--- src/rtl/cpu_phase_ctrl_if.sv ---
// cpu_phase_ctrl_if
// Bundles the run/step/stall/halt controls and the phase-strobe outputs of
// the CPU phase sequencer, so they travel together between the CPU top
// level and the sequencer.
//   master : drives RUN, STEP, STALL, HALT_REQ, CONT; observes strobes,
//            PHASE, BUSY, HALTED and INSTR_CNT
//   slave  : the sequencer itself, the mirror of master
// Parameter CNT_W sets the width of INSTR_CNT and must match the sequencer.
interface cpu_phase_ctrl_if #(
  parameter int CNT_W = 16
);
  logic             RUN;
  logic             STEP;
  logic             STALL;
  logic             HALT_REQ;
  logic             CONT;
  logic             CLK_FT;
  logic             CLK_DC;
  logic             CLK_EX;
  logic             CLK_WB;
  logic [1:0]       PHASE;
  logic             BUSY;
  logic             HALTED;
  logic [CNT_W-1:0] INSTR_CNT;

  modport master (
    output RUN, STEP, STALL, HALT_REQ, CONT,
    input  CLK_FT, CLK_DC, CLK_EX, CLK_WB, PHASE, BUSY, HALTED, INSTR_CNT
  );

  modport slave (
    input  RUN, STEP, STALL, HALT_REQ, CONT,
    output CLK_FT, CLK_DC, CLK_EX, CLK_WB, PHASE, BUSY, HALTED, INSTR_CNT
  );
endinterface

--- src/rtl/cpu_phase_ctrl.sv ---
// cpu_phase_ctrl
// Run/stop/single-step sequencer for the four-phase instruction cycle
// (fetch, decode, execute, write-back). Produces one-hot phase strobes that
// clock the pipeline stages and counts retired instructions. Execution only
// stops on an instruction boundary; a memory stall freezes the current phase
// and a halt request from decode parks the sequencer after the instruction.
// Ports:
//   CLK   : system clock, rising edge
//   RST_N : asynchronous active-low reset
//   bus   : cpu_phase_ctrl_if.slave
//           inputs  RUN (level), STEP (rising edge), STALL (level),
//                   HALT_REQ (level), CONT (pulse)
//           outputs CLK_FT/CLK_DC/CLK_EX/CLK_WB strobes, PHASE, BUSY,
//                   HALTED, INSTR_CNT[CNT_W-1:0]
module cpu_phase_ctrl #(
  parameter int CNT_W = 16
) (
  input logic             CLK,
  input logic             RST_N,
  cpu_phase_ctrl_if.slave bus
);

  typedef enum logic [1:0] {
    S_IDLE,
    S_RUN,
    S_STEP,
    S_HALT
  } state_t;

  state_t           state_q, state_d;
  logic [1:0]       phase_q, phase_d;
  logic [3:0]       strobe_q, strobe_d;   // {WB, EX, DC, FT}
  logic [CNT_W-1:0] cnt_q, cnt_d;
  logic             step_q, step_d;
  logic             halt_pend_q, halt_pend_d;
  logic             busy_q, busy_d;
  logic             halted_q, halted_d;
  logic             step_rise;

  assign step_rise = bus.STEP & ~step_q;

  // Next-state logic. Every output is computed here from the next state so
  // that it is registered alongside the state and changes on the same edge.
  always_comb begin
    state_d     = state_q;
    phase_d     = phase_q;
    strobe_d    = strobe_q;
    cnt_d       = cnt_q;
    halt_pend_d = halt_pend_q;
    step_d      = bus.STEP;

    case (state_q)
      S_IDLE: begin
        if (bus.RUN) begin
          state_d  = S_RUN;
          phase_d  = 2'd0;
          strobe_d = 4'b0001;
        end else if (step_rise) begin
          state_d  = S_STEP;
          phase_d  = 2'd0;
          strobe_d = 4'b0001;
        end
      end

      S_RUN, S_STEP: begin
        // Remember a halt request seen at any point of the instruction; the
        // clear at end of write-back below takes precedence.
        if (bus.HALT_REQ) begin
          halt_pend_d = 1'b1;
        end
        if (!bus.STALL) begin
          if (phase_q != 2'd3) begin
            phase_d  = phase_q + 2'd1;
            strobe_d = {strobe_q[2:0], 1'b0};
          end else begin
            // End of write-back: the instruction retires here.
            cnt_d   = cnt_q + CNT_W'(1);
            phase_d = 2'd0;
            if (halt_pend_q || bus.HALT_REQ) begin
              state_d     = S_HALT;
              strobe_d    = 4'b0000;
              halt_pend_d = 1'b0;
            end else if (state_q == S_STEP || !bus.RUN) begin
              state_d  = S_IDLE;
              strobe_d = 4'b0000;
            end else begin
              // Back-to-back instruction, no gap cycle.
              state_d  = S_RUN;
              strobe_d = 4'b0001;
            end
          end
        end
      end

      S_HALT: begin
        if (bus.CONT) begin
          state_d = S_IDLE;
        end
      end

      default: begin
        state_d  = S_IDLE;
        phase_d  = 2'd0;
        strobe_d = 4'b0000;
      end
    endcase

    busy_d   = (state_d == S_RUN) || (state_d == S_STEP);
    halted_d = (state_d == S_HALT);
  end

  // State and output registers; reset aborts any instruction in flight
  // without counting it.
  always_ff @(posedge CLK or negedge RST_N) begin
    if (!RST_N) begin
      state_q     <= S_IDLE;
      phase_q     <= 2'd0;
      strobe_q    <= 4'b0000;
      cnt_q       <= '0;
      step_q      <= 1'b0;
      halt_pend_q <= 1'b0;
      busy_q      <= 1'b0;
      halted_q    <= 1'b0;
    end else begin
      state_q     <= state_d;
      phase_q     <= phase_d;
      strobe_q    <= strobe_d;
      cnt_q       <= cnt_d;
      step_q      <= step_d;
      halt_pend_q <= halt_pend_d;
      busy_q      <= busy_d;
      halted_q    <= halted_d;
    end
  end

  assign bus.CLK_FT    = strobe_q[0];
  assign bus.CLK_DC    = strobe_q[1];
  assign bus.CLK_EX    = strobe_q[2];
  assign bus.CLK_WB    = strobe_q[3];
  assign bus.PHASE     = phase_q;
  assign bus.BUSY      = busy_q;
  assign bus.HALTED    = halted_q;
  assign bus.INSTR_CNT = cnt_q;

endmodule

--- src/flat_wrapper.sv ---
// flat-port wrapper written by rule: the top's interface ports become plain ports
module cpu_phase_ctrl_flat 
#(
  parameter int CNT_W = 16
)
  (CLK, RST_N, bus_RUN, bus_STEP, bus_STALL, bus_HALT_REQ, bus_CONT, bus_CLK_FT, bus_CLK_DC, bus_CLK_EX, bus_CLK_WB, bus_PHASE, bus_BUSY, bus_HALTED, bus_INSTR_CNT);
  cpu_phase_ctrl_if #(.CNT_W(CNT_W)) bus_i ();
  input logic CLK;
  input logic RST_N;
  input wire logic [$bits(bus_i.RUN)-1:0] bus_RUN;
  input wire logic [$bits(bus_i.STEP)-1:0] bus_STEP;
  input wire logic [$bits(bus_i.STALL)-1:0] bus_STALL;
  input wire logic [$bits(bus_i.HALT_REQ)-1:0] bus_HALT_REQ;
  input wire logic [$bits(bus_i.CONT)-1:0] bus_CONT;
  output wire logic [$bits(bus_i.CLK_FT)-1:0] bus_CLK_FT;
  output wire logic [$bits(bus_i.CLK_DC)-1:0] bus_CLK_DC;
  output wire logic [$bits(bus_i.CLK_EX)-1:0] bus_CLK_EX;
  output wire logic [$bits(bus_i.CLK_WB)-1:0] bus_CLK_WB;
  output wire logic [$bits(bus_i.PHASE)-1:0] bus_PHASE;
  output wire logic [$bits(bus_i.BUSY)-1:0] bus_BUSY;
  output wire logic [$bits(bus_i.HALTED)-1:0] bus_HALTED;
  output wire logic [$bits(bus_i.INSTR_CNT)-1:0] bus_INSTR_CNT;
  assign bus_i.RUN = bus_RUN;
  assign bus_i.STEP = bus_STEP;
  assign bus_i.STALL = bus_STALL;
  assign bus_i.HALT_REQ = bus_HALT_REQ;
  assign bus_i.CONT = bus_CONT;
  assign bus_CLK_FT = bus_i.CLK_FT;
  assign bus_CLK_DC = bus_i.CLK_DC;
  assign bus_CLK_EX = bus_i.CLK_EX;
  assign bus_CLK_WB = bus_i.CLK_WB;
  assign bus_PHASE = bus_i.PHASE;
  assign bus_BUSY = bus_i.BUSY;
  assign bus_HALTED = bus_i.HALTED;
  assign bus_INSTR_CNT = bus_i.INSTR_CNT;
  cpu_phase_ctrl #(.CNT_W(CNT_W)) u_core (.CLK(CLK), .RST_N(RST_N), .bus(bus_i));
endmodule
--- config.mk ---
export PLATFORM = sky130hd
export DESIGN_NAME = cpu_phase_ctrl_flat
export DESIGN_NICKNAME = d
export VERILOG_FILES = /design/src/rtl/cpu_phase_ctrl_if.sv /design/src/rtl/cpu_phase_ctrl.sv /design/src/flat_wrapper.sv
export SDC_FILE = /design/constraint.sdc
export NUM_CORES = 1
export LEC_CHECK = 0
export BUFFER_PORTS_ARGS = -buffer_cell sky130_fd_sc_hd__clkbuf_2
export CAP_MARGIN = 25
export CELL_PAD_IN_SITES_DETAIL_PLACEMENT = 0
export CELL_PAD_IN_SITES_GLOBAL_PLACEMENT = 2
export CORE_MARGIN = 8
export CORE_UTILIZATION = 30
export DETAILED_ROUTE_END_ITERATION = 12
export PLACE_DENSITY_LB_ADDON = 0.2
export SETUP_SLACK_MARGIN = 0.3
export SYNTH_ARGS = -nofsm -noshare
export SYNTH_HDL_FRONTEND = slang
export SYNTH_SLANG_ARGS = --single-unit
--- constraint.sdc ---
create_clock -name CLK -period 1.8 [get_ports CLK]
set_input_delay 0.36 -clock CLK [delete_from_list [all_inputs] [get_ports CLK]]
set_output_delay 0.36 -clock CLK [all_outputs]
set_load 0.02 [all_outputs]
==> flow_summary.ini <==
[clock_network]
cts_buffers = 3
cts_tree = done
cts_root_buf = clkbuf_8
hold_buffers = 0
clk_latency_ns = 0.27
cts_sinks = 28
clk_pin_slew_worst_paths_ns = 0.10
cts_max_level = 1
cts_buffer_depth = 2

[sta]
relSlewSlack = 0.753
post-route-min-period_ns = 1.67
finalMaxSlewViolations = 0
worstMarginPinSlew_ns = 0.370
fin_skew_ns = 0.00333
timing.fmax_mhz = 600
hold_violations = 0
setup_violations = 0
finalSetupTns_ns = 0
whs_ns = 0.0817
period_share = 0.925
rsz0062_at_grt = true

[synth]
syn_avg_cell_area_sq_um = 10.9
synth_top_cell_area_share = 0.512
syn_nets = 140
synth_common_cells = dfrtp_1, nand2_1, xnor2_1
syn_inst = 125
yosys.area_share.adder = 0.0732
synth_seq_area_share = 0.512
yosys_register_bits = 28
syn-cell-area_sq_mm = 0.00137
synth-edff-count = 0
ys.flop_type = dfrtp_1
synthArstFlopShare = 1.00
synth_cell_types = 31
synthMuxAreaShare = 0.00823
synth_top_family_by_area = simple AND/OR/NAND/NOR gates
synth_compound_gate_area_share = 0.0668
synth.area.top_cells = dfrtp_1, ha_1, xnor2_1
synth_top_area_cell = dfrtp_1
synth_most_common_cell = dfrtp_1
synth_xor_area_frac = 0.102
synth_warnings = 0
synthSimpleGateAreaFrac = 0.202

[pwr]
power_density_mw_per_mm2 = 1440
ir_drop_mv = 0.604
total_power_w = 0.00270
p_leak_nw = 0.914

[route]
drt-total-wl_um = 3260
avgRoutedWirePerCell_um = 14.3
drtIter0Drc = 17
drc = 0
route.antenna.remaining_nets = 0
dr.pass1.iters = 4
vias = 1079
vias_per_cell = 4.75

[hold_path]
hold_path.class = input pin to async pin

[worst_setup_path]
worstSetupStartpointType = register
worstPathRequired_ns = 1.96
slowest_stage = dfrtp_1
arrival_ns = 1.83
crit_family = adder cells
critical_path_class = register to register
critPathMaxFanout = 4
crit_buf_inv = 3
path_cells = inv_2 -> ha_4 -> buf_4 -> buf_6 -> a31oi_1 -> o221ai_2 -> ha_2
critical-path-max-stage-delay_ns = 0.40
critical_path.endpoint_type = register

[layout]
nets = 191
area_delta_synth_final_pct = 37.3
postLayoutCoreUtil = 0.428
diodes = 0
finalInstanceArea_sq_mm = 0.00188
layout-drive-gt1-share = 0.451
nFillCells = 452
final-seq-area_sq_um = 703
multiInputGateArea_sq_um = 721

[global_routing]
grt_usage = 0.0927
overflow = 0
grt_pass1_wl_um = 5580
antenna_found_initial = 0
grt_max_degree = 29
grt_pass1_vias = 1167

[flow_run]
maxCapViolations = 0

[floorplanning]
ios = 31
dieArea_sq_mm = 0.00697
start_util = 0.312
num_rows = 24
die_y_um = 83.5
core_sq_mm = 0.00438
fp.dieW_um = 83.5

[place]
dpl_cell_area_sq_mm = 0.00162
port_buffers = 30
hpwlAfterDp_um = 2240
finalWeightedCongestion = 0.813

[status]
outcome = complete, no violations
-- layer usage --
metal  track usage  up-vias  share of wire
li1              -      529              -
met1         0.119      525           0.48
met2         0.148       21           0.46
met3        0.0303        4          0.042
met4        0.0188        0          0.012
met5             0        -              0
-- state kept, by name, indices dropped and copies added, names as in the netlist --
signal and flops:
u_core.strobe_q 4, u_core.bus.BUSY 1, u_core.bus.PHASE 2, u_core.halt_pend_q 1, u_core.bus.INSTR_CNT 16, u_core.bus.HALTED 1, u_core.step_q 1, u_core.state_q 2
-- layout make-up --
cell class / instances / area share
clock buffers: 4 / 0.0293
inverters: 6 / 0.0120
multi-input cells: 88 / 0.384
flip-flops and latches: 28 / 0.374
well taps: 52 / 0.0346
repair buffers: 49 / 0.166
-- stage by stage --
stage | instances | setup WS (ns)
floorplan | 125 | 0.104
global placement | 211 | 0.0931
detailed placement | 211 | 0.0646
CTS | 221 | 0.170
global route | 227 | 0.0487
finish | 227 | 0.135
-- worst reg2reg max path: cells and delay by family, from the launching register on --
kind / cells / cell delay [ns]
fa+ha+maj: 2 / 0.52
flops: 1 / 0.40
buf+inv: 3 / 0.35
compound gates: 2 / 0.29
-- final timing paths --
check                                              start                        to  slack (ns)  cells past startpoint
worst max register to register         u_core.state_q[1]           u_core.bus.BUSY        0.13                      7
worst min-delay path                               RST_N        u_core.strobe_q[0]        0.08                      2
max in group asynchronous                          RST_N       u_core.bus.PHASE[1]        1.42                      2
min in group CLK                                bus_STEP             u_core.step_q        0.21                      1
worst max-delay path                   u_core.state_q[1]           u_core.bus.BUSY        0.13                      7
worst min register to register  u_core.bus.INSTR_CNT[15]  u_core.bus.INSTR_CNT[15]        0.48                      1
-- layout by cell type, fill, tap and decap left out, drive strengths merged, types with 3 or more instances in the layout --
| cell type | count |
|---|---|
| xor2 | 3 |
| buf | 19 |
| dfrtp | 28 |
| xnor2 | 12 |
| nand3 | 4 |
| clkbuf | 34 |
| and4 | 3 |
| o21ai | 8 |
| inv | 6 |
| nand2b | 3 |
| nand2 | 16 |
| ha | 8 |
| nand4 | 6 |
| nor2 | 7 |
-- kinds of logic after synthesis --
kind of cell	Yosys count
muxes	1
and+or+nand+nor	49
adders and majority gates	8
xor gates and xnor gates	15
AOI/OAI and AO/OA	15
buffers and inverters	9
DFF	28
-- what timing repair did --
action	CTS	global route
endpoints found under the setup margin	20	24
gates cloned	0	1
resized for setup	14	22
setup buffers	6	5
pin swaps	9	7
-- power breakdown --
group / leakage, nW / switching, W / internal, W
sequential: 0.362 / 0.000144 / 0.000774
clock: 0.0288 / 0.000191 / 0.000195
combinational: 0.523 / 0.000733 / 0.000664
Power figures use the tool's default switching activity.
